### config.mk
export PLATFORM = sky130hd
export DESIGN_NAME = line_rasterizer
export DESIGN_NICKNAME = d
export VERILOG_FILES = /design/src/rtl/raster_pkg.sv /design/src/rtl/bresenham_step.sv /design/src/rtl/line_rasterizer.sv
export SDC_FILE = /design/constraint.sdc
export NUM_CORES = 1
export LEC_CHECK = 0
export ABC_CLOCK_PERIOD_IN_PS = 4800
export BUFFER_PORTS_ARGS = -buffer_cell sky130_fd_sc_hd__buf_2
export CAP_MARGIN = 20
export CORE_UTILIZATION = 40
export CTS_BUF_LIST = sky130_fd_sc_hd__clkbuf_16
export DETAILED_ROUTE_END_ITERATION = 6
export HOLD_SLACK_MARGIN = 0.06
export SETUP_SLACK_MARGIN = 0.15
export SLEW_MARGIN = 30
export SYNTH_ARGS = -nofsm -noshare
export SYNTH_HDL_FRONTEND = slang
export SYNTH_SLANG_ARGS = --single-unit
### constraint.sdc
create_clock -name clk -period 4.8 [get_ports clk]
set_input_delay 0.48 -clock clk [delete_from_list [all_inputs] [get_ports clk]]
set_output_delay 0.48 -clock clk [all_outputs]
set_load 0.01 [all_outputs]
### src/rtl/raster_pkg.sv
// Shared types for the line rasterizer: FSM states, coordinate, delta and error types.
package raster_pkg;

    localparam int unsigned COORD_W = 11;
    localparam int unsigned COLOR_W = 3;
    localparam int unsigned DELTA_W = 12;
    localparam int unsigned ERR_W   = 13;
    localparam int unsigned PIXX_W  = 10;
    localparam int unsigned PIXY_W  = 9;

    typedef enum logic [1:0] {
        IDLE  = 2'd0,
        LOAD  = 2'd1,
        SETUP = 2'd2,
        DRAW  = 2'd3
    } state_e;

    typedef logic signed [COORD_W-1:0] coord_t;
    typedef logic        [COLOR_W-1:0] color_t;
    typedef logic signed [DELTA_W-1:0] delta_t;
    typedef logic signed [ERR_W-1:0]   err_t;

endpackage

### src/rtl/bresenham_step.sv
// One combinational Bresenham step: next point and error term from the current ones.
module bresenham_step
    import raster_pkg::*;
(
    input  coord_t i_cx,
    input  coord_t i_cy,
    input  err_t   i_err,
    input  delta_t i_dx,
    input  delta_t i_dy,
    input  logic   i_sx_neg,
    input  logic   i_sy_neg,
    output coord_t o_cx,
    output coord_t o_cy,
    output err_t   o_err
);

    logic signed [ERR_W:0] w_e2;
    logic signed [ERR_W:0] w_dx_ext;
    logic signed [ERR_W:0] w_dy_ext;

    assign w_e2     = {i_err, 1'b0};
    assign w_dx_ext = (ERR_W+1)'(i_dx);
    assign w_dy_ext = (ERR_W+1)'(i_dy);

    // Both tests use the pre-update error, so the two updates accumulate independently.
    always_comb begin
        o_cx  = i_cx;
        o_cy  = i_cy;
        o_err = i_err;
        if (w_e2 >= w_dy_ext) begin
            o_err = o_err + err_t'(i_dy);
            o_cx  = i_sx_neg ? (i_cx - coord_t'(1)) : (i_cx + coord_t'(1));
        end
        if (w_e2 <= w_dx_ext) begin
            o_err = o_err + err_t'(i_dx);
            o_cy  = i_sy_neg ? (i_cy - coord_t'(1)) : (i_cy + coord_t'(1));
        end
    end

endmodule

### src/rtl/line_rasterizer.sv
// Pops line segments from the vector queue and walks them with Bresenham stepping,
// offering each on-screen pixel to the framebuffer over a valid/ready handshake.
module line_rasterizer
    import raster_pkg::*;
#(
    parameter int unsigned WIDTH    = 640,
    parameter int unsigned HEIGHT   = 480,
    parameter int unsigned X_OFFSET = 320,
    parameter int unsigned Y_OFFSET = 240
) (
    input  logic                 clk,
    input  logic                 rst_b,
    input  logic [COORD_W-1:0]   qStartX,
    input  logic [COORD_W-1:0]   qStartY,
    input  logic [COORD_W-1:0]   qEndX,
    input  logic [COORD_W-1:0]   qEndY,
    input  logic [COLOR_W-1:0]   qColor,
    input  logic                 qEmpty,
    output logic                 qRead,
    output logic [PIXX_W-1:0]    pixX,
    output logic [PIXY_W-1:0]    pixY,
    output logic [COLOR_W-1:0]   pixColor,
    output logic                 pixValid,
    input  logic                 pixReady,
    output logic                 busy
);

    localparam delta_t LP_W     = delta_t'(WIDTH);
    localparam delta_t LP_H     = delta_t'(HEIGHT);
    localparam delta_t LP_X_OFF = delta_t'(X_OFFSET);
    localparam delta_t LP_Y_OFF = delta_t'(Y_OFFSET);

    state_e              r_state;
    logic                r_qread;
    logic [PIXX_W-1:0]   r_pix_x;
    logic [PIXY_W-1:0]   r_pix_y;
    color_t              r_pix_color;
    logic                r_pix_valid;
    logic                r_busy;
    coord_t              r_cx;
    coord_t              r_cy;
    coord_t              r_x1;
    coord_t              r_y1;
    err_t                r_err;
    delta_t              r_dx;
    delta_t              r_dy;
    logic                r_sx_neg;
    logic                r_sy_neg;

    delta_t              w_dx_raw;
    delta_t              w_dy_raw;
    delta_t              w_dx_abs;
    delta_t              w_dy_nabs;
    coord_t              w_nx;
    coord_t              w_ny;
    err_t                w_nerr;
    coord_t              w_pt_x;
    coord_t              w_pt_y;
    delta_t              w_sxp;
    delta_t              w_syp;
    logic                w_on_screen;
    logic                w_at_end;
    logic                w_advance;

    // Segment deltas, evaluated in SETUP while (r_cx, r_cy) still holds the start point.
    assign w_dx_raw  = delta_t'(r_x1) - delta_t'(r_cx);
    assign w_dy_raw  = delta_t'(r_y1) - delta_t'(r_cy);
    assign w_dx_abs  = w_dx_raw[DELTA_W-1] ? -w_dx_raw : w_dx_raw;
    assign w_dy_nabs = w_dy_raw[DELTA_W-1] ? w_dy_raw : -w_dy_raw;

    bresenham_step u_step (
        .i_cx     (r_cx),
        .i_cy     (r_cy),
        .i_err    (r_err),
        .i_dx     (r_dx),
        .i_dy     (r_dy),
        .i_sx_neg (r_sx_neg),
        .i_sy_neg (r_sy_neg),
        .o_cx     (w_nx),
        .o_cy     (w_ny),
        .o_err    (w_nerr)
    );

    // Point whose pixel is registered this edge: start point in SETUP, next point in DRAW.
    assign w_pt_x      = (r_state == DRAW) ? w_nx : r_cx;
    assign w_pt_y      = (r_state == DRAW) ? w_ny : r_cy;
    assign w_sxp       = delta_t'(w_pt_x) + LP_X_OFF;
    assign w_syp       = LP_Y_OFF - delta_t'(w_pt_y);
    assign w_on_screen = !w_sxp[DELTA_W-1] && (w_sxp < LP_W) &&
                         !w_syp[DELTA_W-1] && (w_syp < LP_H);

    assign w_at_end  = (r_cx == r_x1) && (r_cy == r_y1);
    assign w_advance = !r_pix_valid || pixReady;

    always_ff @(posedge clk or negedge rst_b) begin
        if (!rst_b) begin
            r_state     <= IDLE;
            r_qread     <= 1'b0;
            r_pix_x     <= '0;
            r_pix_y     <= '0;
            r_pix_color <= '0;
            r_pix_valid <= 1'b0;
            r_busy      <= 1'b0;
            r_cx        <= '0;
            r_cy        <= '0;
            r_x1        <= '0;
            r_y1        <= '0;
            r_err       <= '0;
            r_dx        <= '0;
            r_dy        <= '0;
            r_sx_neg    <= 1'b0;
            r_sy_neg    <= 1'b0;
        end else begin
            r_qread <= 1'b0;
            case (r_state)
                IDLE: begin
                    if (!qEmpty) begin
                        r_state <= LOAD;
                        r_qread <= 1'b1;
                        r_busy  <= 1'b1;
                    end
                end
                LOAD: begin
                    r_cx        <= coord_t'(qStartX);
                    r_cy        <= coord_t'(qStartY);
                    r_x1        <= coord_t'(qEndX);
                    r_y1        <= coord_t'(qEndY);
                    r_pix_color <= color_t'(qColor);
                    r_state     <= SETUP;
                end
                SETUP: begin
                    r_dx        <= w_dx_abs;
                    r_dy        <= w_dy_nabs;
                    r_sx_neg    <= !(r_cx < r_x1);
                    r_sy_neg    <= !(r_cy < r_y1);
                    r_err       <= err_t'(w_dx_abs) + err_t'(w_dy_nabs);
                    r_pix_valid <= w_on_screen;
                    r_pix_x     <= w_sxp[PIXX_W-1:0];
                    r_pix_y     <= w_syp[PIXY_W-1:0];
                    r_state     <= DRAW;
                end
                DRAW: begin
                    if (w_advance) begin
                        if (w_at_end) begin
                            r_pix_valid <= 1'b0;
                            r_busy      <= 1'b0;
                            r_state     <= IDLE;
                        end else begin
                            r_cx        <= w_nx;
                            r_cy        <= w_ny;
                            r_err       <= w_nerr;
                            r_pix_valid <= w_on_screen;
                            r_pix_x     <= w_sxp[PIXX_W-1:0];
                            r_pix_y     <= w_syp[PIXY_W-1:0];
                        end
                    end
                end
                default: r_state <= IDLE;
            endcase
        end
    end

    assign qRead    = r_qread;
    assign pixX     = r_pix_x;
    assign pixY     = r_pix_y;
    assign pixColor = r_pix_color;
    assign pixValid = r_pix_valid;
    assign busy     = r_busy;

endmodule

=== Word-level counts from Yosys, hierarchy flattened ===
Index checks and enable logic that the tools add are counted.
Widths: inputs -> output; s select.

* Bits in registers: 110
* Bits of input ports: 51
* Output and inout bits: 25
* Logic and storage cells: 101

* $add $sub $neg: 13
* Order comparisons: 6
* Eq/ne operators: 9
* Muxes and demuxes: 38
* Reduce and logical (&&, ||, !) cells: 19

{| class="wikitable"
|+ Operator list
! kind !! number
|-
| $mux 11 || 10
|-
| $mux 13 || 4
|-
| $pmux 11 s2 || 2
|-
| $add 13x12->13 || 2
|-
| $pmux 13 s2 || 1
|-
| $mux 12 || 2
|-
| $neg 12->12 || 2
|-
| $sub 11x11->12 || 2
|-
| $add 11x2->11 const B || 2
|-
| $eq 11x11->1 || 2
|-
| $lt 11x11->1 || 2
|-
| $sub 11x2->11 const B || 2
|-
| $mux 10 || 2
|-
| $pmux 10 s2 || 1
|-
| $mux 9 || 2
|-
| $pmux 9 s2 || 1
|-
| $ge 14x12->1 || 1
|-
| $le 14x12->1 || 1
|-
| $add 12x12->13 || 1
|-
| $add 11x10->12 const B || 1
|-
| $lt 12x10->1 const B || 1
|-
| $lt 12x11->1 const B || 1
|-
| $sub 9x11->12 const A || 1
|-
| $reduce_and 3->1 || 3
|-
| other kinds (14) || 36
|}

=== Logic depth before layout (Yosys ltp) ===
Gate-level depths: netlist of run 1.

* Depth after elaboration: 12
* Mapped depth: 21
* Mapped depth without buffers: 21

=== By module ===
A second synthesis of run 1 with hierarchy kept.

* Cells, all modules: 1,174
* Area total of the unflattened synthesis: 10,088.4 µm²

{| class="wikitable"
|+ Modules (own cells, without submodules)
! module !! times used !! cells an instance !! area an instance (µm²) !! seq. area each (µm²)
|-
| line_rasterizer || 1 || 755 || 6,999.2 || 2,752.6
|-
| bresenham_step || 1 || 419 || 3,089.2 || 0.0
|}

=== Worst setup path after synthesis of run 1 ===
No wires, ideal clock.

* Path kind: register to register
* From: reg r_cx[1]
* To: reg r_err[12]
* Arrival time: 4.348 ns
* Setup slack: 0.348 ns
* Cell stages (with the launch flop): 21
* Cell sequence: dfrtp_1 > inv_1 > ha_1 > nor2b_1 > o21ai_1 > a21oi_1 > o21a_1 > o41a_1 > a2111oi_4 > o21bai_1 > xor2_1 > ha_1 > nor2b_1 > o21ai_0 > a21boi_0 > o21ai_0 > a21oi_1 > o211ai_1 > a21oi_1 > o41a_1 > a221oi_1

* Longest elaborated chain between the ends: 5
* Elaborated cells between the ends (all ways): 9

{| class="wikitable"
|+ RTL lines
! what !! RTL line !! RTL
|-
| start, declared || line_rasterizer.sv:40 || <nowiki>coord_t r_cx;</nowiki>
|-
| start signal, assigned || line_rasterizer.sv:124 || <nowiki>r_cx <= coord_t'(qStartX);</nowiki>
|-
| start signal, assigned || line_rasterizer.sv:149 || <nowiki>r_cx <= w_nx;</nowiki>
|-
| $sub 11x11->12 (*) || line_rasterizer.sv:66 || <nowiki>assign w_dx_raw = delta_t'(r_x1) - delta_t'(r_cx);</nowiki>
|-
| $neg 12->12 || line_rasterizer.sv:68 || <nowiki>assign w_dx_abs = w_dx_raw[DELTA_W-1] ? -w_dx_raw : w_dx_raw;</nowiki>
|-
| $mux 12 (*) || line_rasterizer.sv:68 ||
|-
| via w_dx_abs[2] || line_rasterizer.sv:52 || <nowiki>delta_t w_dx_abs;</nowiki>
|-
| $add 12x12->13 (*) || line_rasterizer.sv:136 || <nowiki>r_err <= err_t'(w_dx_abs) + err_t'(w_dy_nabs);</nowiki>
|-
| $pmux 13 s2 (*) || line_rasterizer.sv:115 || <nowiki>case (r_state)</nowiki>
|-
| end signal, assigned || line_rasterizer.sv:136 ||
|-
| end signal, assigned || line_rasterizer.sv:151 || <nowiki>r_err <= w_nerr;</nowiki>
|-
| end, declared || line_rasterizer.sv:44 || <nowiki>err_t r_err;</nowiki>
|}

Mark *: on every way through the listed nets, which the timed path passes. The rest lies on a longest branch.
A chain may end at the register's enable or synchronous reset.

=== Final worst setup path of run 1 ===
Ends and elaborated chain as after synthesis.

==> key figures, run 1 <==
Critical path
  – Worst EP arrival: 4760 ps
  – Cells along the critical path: inv_2, ha_4, nor2b_1, o21ai_2, a21oi_2, o21a_1, o41a_1, a2111oi_4, o21bai_1, xor2_1, ha_1, nor2b_1, o21ai_1, a21boi_1, o21ai_2, a21oi_2, o211ai_1, a21oi_2, o41a_1, a221oi_2
  – Required time worst endpoint: 5080 ps
  – Most Frequent Cell on Critical Path: a21oi_2
  – Max incr delay on CP: 420 ps
  – Slowest CP cell: o41a_1
  – R2r setup slk: 320 ps
  – Worst-path maximum fanout: 3
  – CP Capture Type: flip-flop
  – Crit path kind: flip-flop to flip-flop
  – Worst setup SP type: flip-flop

CTS
  – CTS tree: yes
  – Clock latency on the worst-skew pair: 370 ps
  – Max Buffers Root-to-Sink: 2
  – Cts bufs inserted: 9
  – Hold_buf cts: 0
  – Clock transition at path regs: 80 ps
  – CTS H-tree lvls: 3
  – Root buffer cell: clkbuf_16
  – Clk sink count: 110

Cells and area
  – Ant. Diodes: 0
  – Most common cell after layout, fill and taps aside: ha_1
  – # fillers: 2475
  – P&R area growth vs syn: 13.0%
  – Design Area, Final: 11400 µm²
  – Share of layout cells above drive strength 1: 18.4%
  – Finished Layout Cells: 1587
  – Reg area: 2750 µm²
  – Commonest non-fill, non-tap cells in the layout: 111 x ha_1, 109 x dfrtp_1, 100 x inv_1
  – Nets@finish: 1428
  – Area of the multi-input gates: 6970 µm²

GRT
  – Gr ovfl total: 0
  – Largest net degree at the start of global routing: 71
  – Initial antenna violation count: 0
  – Number of global-route vias before repair: 8699
  – GRT met1 Usage: 30.7%
  – Grt met2 use: 37.4%
  – GR Util met3: 2.93%
  – Peak-usage layer in the global routing report: met2
  – First-pass GRT wire length: 46.2 mm
  – All-Layer GR Usage: 22.7%

Placed design
  – GP Congestion: 0.887
  – Placed insts: 1560
  – Pre-CTS setup slack: 110 ps
  – Area after DPL: 11000 µm²
  – IO Port Bufs: 75
  – DP HPWL: 22.9 mm

Synthesis
  – Area contributors post-synth: dfrtp_1 27%, ha_1 14%, mux2_2 5.9%
  – Synth Instances: 1169
  – Cell taking the most area after synthesis: dfrtp_1
  – Most common flop cell mapped by yosys: dfrtp_1
  – Top cell type's share of synthesized area: 27.2%
  – Async set-reset flop share out of synthesis: 100%
  – Yosys warns: 0
  – Synth Area per Inst: 8.66 µm²
  – Mapped cell area: 10100 µm²
  – Post-synthesis sequential area ratio: 27.2%
  – Mapped Nets: 1339
  – Post-synth EDFFs: 0
  – Register bit total from synthesis: 110
  – Synth unique cells: 82

Min path
  – Min-delay worst type: input pin to async pin

Run status
  – Run status: completed

Floorplanning
  – Core Box Area: 24500 µm²
  – DIE AREA: 25900 µm²
  – Die width: 161 µm
  – FP Rows: 57
  – Die Y-Extent: 161 µm
  – IO Count: 76
  – Initial Util: 41.2%

Detailed routing
  – Initial DRC count: 498
  – Routed wire length: 29.3 mm
  – Iteration count of the initial detailed-routing pass: 5
  – Vias: 8984
  – DRT antenna net count: 0
  – DRC: 0
  – Via-to-Cell Ratio: 5.66
  – WL/cell: 18.4 µm

Timing
  – Slew Viols, Final: 0
  – Setup TNS: 0 ps
  – Period minus WS final: 4480 ps
  – Max Fclk: 223 MHz
  – Setup Viol. Count Final: 0
  – Worst relative slew slack: 36.5%
  – Worst Skew: 13.1 ps
  – Final hold vios: 0
  – Worst Slack Setup Final: 322 ps
  – Least-Margin Pin Slew: 949 ps
  – Tcrit/Tclk final: 93.3%
  – RSZ-0062 raised after global routing: no

Run
  – Max_cap viols: 0
layer usage:
metal / wire length (µm) / vias to the layer above
met5: 0 / -
met4: 788 / 0
met3: 1350 / 44
met2: 13700 / 213
met1: 13400 / 4290
li1: - / 4437
state kept, by name (all words and copies together), names as in the netlist, named ones only:
register,flops
pixX,10
r_sy_neg,1
r_cx,10
busy,1
r_state,2
qRead,1
r_sx_neg,1
r_x1,11
r_cy,11
r_dx,12
pixColor,3
r_dy,12
pixY,9
pixValid,1
r_y1,11
r_err,13
cell families (layout without fill, tap and decap cells):
logic type,after synthesis,in the layout,share of synthesized area [%]
AOI/OAI and AO/OA,347,347,22.8
xor gates and xnor gates,84,84,7.27
muxes,66,66,7.23
buffers and inverters,134,228,5.03
and+or+nand+nor,309,309,15.3
adders and majority gates,119,119,15.2
DFF,110,110,27.2
synthesized netlist by cell type (5+ instances only):
cell and count:
a211oi_1 16, a21o_1 19, a21oi_1 89, a22oi_1 5
a311o_1 5, a31oi_1 27, and2_1 6, and3_1 14
buf_2 5, clkbuf_1 25, dfrtp_1 110, fa_1 7
ha_1 112, inv_1 100, mux2_2 53, mux2i_1 12
nand2_1 76, nand2b_1 12, nand3_1 19, nand4_1 12
nor2_1 82, nor2b_1 14, nor3_1 23, nor3b_1 6
nor4_1 6, o211ai_1 15, o21a_1 11, o21ai_0 64
o21ai_1 10, o21bai_1 6, o221ai_1 5, o22ai_1 11
o31ai_1 6, or2_2 10, or3_1 13, xnor2_1 68
xor2_1 16
timing repair:
action,4_1_cts,5_1_grt
gates cloned,0,0
setup buffers,0,11
setup endpoints to repair,1,7
pin swaps,1,20
gates resized for setup,1,29
layout make-up:
class / instances / share of cell area [%]
Multi-Input combinational cell: 925 / 61.0
Sequential cell: 110 / 24.1
Timing Repair Buffer: 112 / 5.80
Tap cell: 324 / 3.55
Inverter: 100 / 3.28
Clock buffer: 9 / 1.97
Clock inverter: 7 / 0.350
stage by stage:
step           hold slack (ps)  utilization [%]
3_3_place_gp               452             44.7
3_5_place_dp               459             44.7
6_report                   121             46.6
5_1_grt                    186             46.6
2_1_floorplan              184                -
4_1_cts                    296             45.8
worst max-delay path: cells and delay by family (launching register included):
family                     cells  cell delay (ps)
AOI/OAI and AO/OA             14             2810
adders and majority gates      2              540
DFF                            1              390
and+or+nand+nor                2              280
xor gates and xnor gates       1              250
buffers and inverters          1              100
final timing paths:
check                         start         to  cells after the start
min in group clk           qEndY[1]    r_y1[1]                      3
min reg2reg                 pixX[7]    pixX[7]                      2
min                           rst_b    r_cx[5]                      1
max in group asynchronous     rst_b   r_err[6]                      2
max reg2reg                 r_cx[1]  r_err[12]                     20
max                         r_cx[1]  r_err[12]                     20
Power of run 1 is not shown: default switching activity piles up to over one toggle a cycle in this logic, so the estimate is an artifact.
==> run 2: changes to the inputs <==
Settings changed: CELL_PAD_IN_SITES_DETAIL_PLACEMENT set to 1, CELL_PAD_IN_SITES_GLOBAL_PLACEMENT set to 1, PLACE_DENSITY_LB_ADDON set to 0.1.
==> run 2 against run 1 <==
Against the previous run: via count increased by 2.1%; sequential share of layout area decreased by 0.35 points; largest cell class unchanged; non-clock buffer count increased by 16; critical path depth unchanged; first-iteration DRC count decreased by 23%.
==> key figures, run 2 (synthesis gave the netlist of run 1 again) <==
Timing
  – Setup Viol. Count Final: 0 (unchanged)
  – Final hold vios: 0 (unchanged)
  – Least-Margin Pin Slew: 874 ps (-74.5 ps)
  – Tcrit/Tclk final: 93.4% (+0.10 points)
  – RSZ-0062 raised after global routing: yes
  – Worst Slack Setup Final: 317 ps (-4.98 ps)
  – Period minus WS final: 4480 ps (+4.98 ps)
  – Setup TNS: 0 ps (unchanged)
  – Worst Skew: 9.47 ps (-3.60 ps)
  – Worst relative slew slack: 41.3% (+4.8 points)
  – Slew Viols, Final: 0 (unchanged)
  – Max Fclk: 223 MHz (-0.11%)

Placed design
  – Pre-CTS setup slack: -39.9 ps (-150 ps)
  – Placed insts: 1582 (+1.4%)
  – GP Congestion: 0.828 (-6.7%)
  – IO Port Bufs: 75 (unchanged)
  – Area after DPL: 11100 µm² (+1.5%)
  – DP HPWL: 26.1 mm (+14%)

Cells and area
  – Share of layout cells above drive strength 1: 20.1% (+1.6 points)
  – Most common cell after layout, fill and taps aside: ha_1
  – Top reg by flops: r_err
  – P&R area growth vs syn: 14.6%
  – Top flop regs: r_err (13), r_dx (12), r_dy (12)
  – # fillers: 2985 (+21%)
  – Max reg flops: 13 (unchanged)
  – Finished Layout Cells: 1603 (+1.0%)
  – Commonest non-fill, non-tap cells in the layout: 112 x ha_1, 110 x dfrtp_1, 99 x inv_1
  – Nets@finish: 1444 (+1.1%)
  – Reg area: 2750 µm² (about the same)
  – Design Area, Final: 11600 µm² (+1.4%)
  – Area of the multi-input gates: 6990 µm² (+0.32%)
  – Ant. Diodes: 0 (unchanged)

Floorplanning
  – Die width: 161 µm (unchanged)
  – Die Y-Extent: 161 µm (unchanged)
  – Core Box Area: 24500 µm² (unchanged)
  – Initial Util: 41.2% (unchanged)
  – IO Count: 76 (unchanged)
  – FP Rows: 57 (unchanged)
  – DIE AREA: 25900 µm² (unchanged)

Critical path
  – Required time worst endpoint: 5080 ps (about the same)
  – CP Capture Type: flip-flop
  – Crit path kind: flip-flop to flip-flop
  – Worst EP arrival: 4760 ps (about the same)
  – Worst-path maximum fanout: 7 (+4)
  – Worst setup SP type: flip-flop

CTS
  – Cts bufs inserted: 9 (unchanged)
  – CTS H-tree lvls: 3 (unchanged)
  – Clock transition at path regs: 90 ps (about the same)
  – CTS tree: yes
  – Clk sink count: 110 (unchanged)
  – Clock latency on the worst-skew pair: 370 ps (about the same)
  – Root buffer cell: clkbuf_16
  – Max Buffers Root-to-Sink: 2 (unchanged)

Detailed routing
  – DRC: 0 (unchanged)
  – Routed wire length: 32.7 mm (+12%)
  – Iteration count of the initial detailed-routing pass: 4 (-1)
  – Via-to-Cell Ratio: 5.72 (+1.1%)
  – Vias: 9171 (+2.1%)
  – DRT antenna net count: 0 (unchanged)
  – WL/cell: 20.4 µm (+11%)
  – Initial DRC count: 383 (-23%)

GRT
  – Number of global-route vias before repair: 9608 (+10%)
  – All-Layer GR Usage: 25.9% (+3.1 points)
  – First-pass GRT wire length: 52.3 mm (+13%)
  – Initial antenna violation count: 2 (+2)
  – Largest net degree at the start of global routing: 57 (-20%)
  – Gr ovfl total: 0 (unchanged)

Run status
  – Run status: completed

Min path
  – Min-delay worst type: input pin to async pin

Run
  – Max_cap viols: 0 (unchanged)
[run 2: changes by cell type in the layout (fill, tap and decap cells not counted), moves of 2 or more]
cell and change:
clkinv_1 -2, buf_4 +17, o21ai_0 -2, inv_6 -2, o21ai_2 +2, inv_8 +3
clkinvlp_4 +2
[run 2: worst paths after layout]
| check | from | endpoint | slack [ps] | depth (start not counted) |
|---|---|---|---|---|
| setup / recovery | r_cx[1] | r_err[12] | 320 | 20 |
| hold / removal | rst_b | r_cx[5] | 150 | 1 |
| setup reg to reg | r_cx[1] | r_err[12] | 320 | 20 |
| hold reg to reg | pixX[7] | pixX[7] | 480 | 2 |
| max in group asynchronous | rst_b | r_dx[7] | 3700 | 2 |
| min in group clk | qEmpty | qRead | 310 | 2 |
[run 2: what timing repair did]
item / 4_1_cts / 5_1_grt
resized for setup: 7 / 28
hold buffers: 0 / 0
buffers inserted: 1 / 4
endpoints found under the setup margin: 6 / 6
gates cloned: 0 / 0
hold endpoints to repair: 0 / 0
pin swaps: 3 / 11
[run 2: layout make-up]
type / count / area share (%)
multi-input cells: 925 / 60.3
flip-flops and latches: 110 / 23.7
repair buffers: 128 / 6.72
well taps: 324 / 3.50
inverters: 100 / 3.24
clock buffers: 9 / 1.94
clock inverters: 7 / 0.561
[run 2: worst max-delay path, stage by stage (launching register included)]
cell and delay, ps:
dfrtp_1 350, inv_1 60, ha_1 310, nor2b_1 150
o21ai_2 140, a21oi_2 80, o21a_1 200, o41a_1 450
a2111oi_4 400, buf_4 200, o21ai_1 90, xnor2_1 280
ha_1 330, o21ai_2 100, a21boi_2 90, o21ai_2 150
a21oi_2 90, o211ai_1 220, a21oi_1 120, o41a_1 340
a221oi_2 220
[run 2: per-layer routing]
| layer | track usage (%) | vias to the layer above | wire (µm) |
|---|---|---|---|
| met5 | 0 | - | 8 |
| met4 | 5.75 | 2 | 546 |
| met3 | 3.36 | 33 | 1070 |
| met2 | 44.9 | 125 | 15700 |
| met1 | 34.2 | 4547 | 15400 |
| li1 | - | 4464 | - |
[run 2: stage by stage]
step	util [%]	hold WS, ps
final	47.3	152
after global routing	47.3	236
after CTS	46.8	208
after detailed placement	45.4	460
after global placement	45.4	449
after floorplan	-	184
Power of run 2 is left out for the same reason.
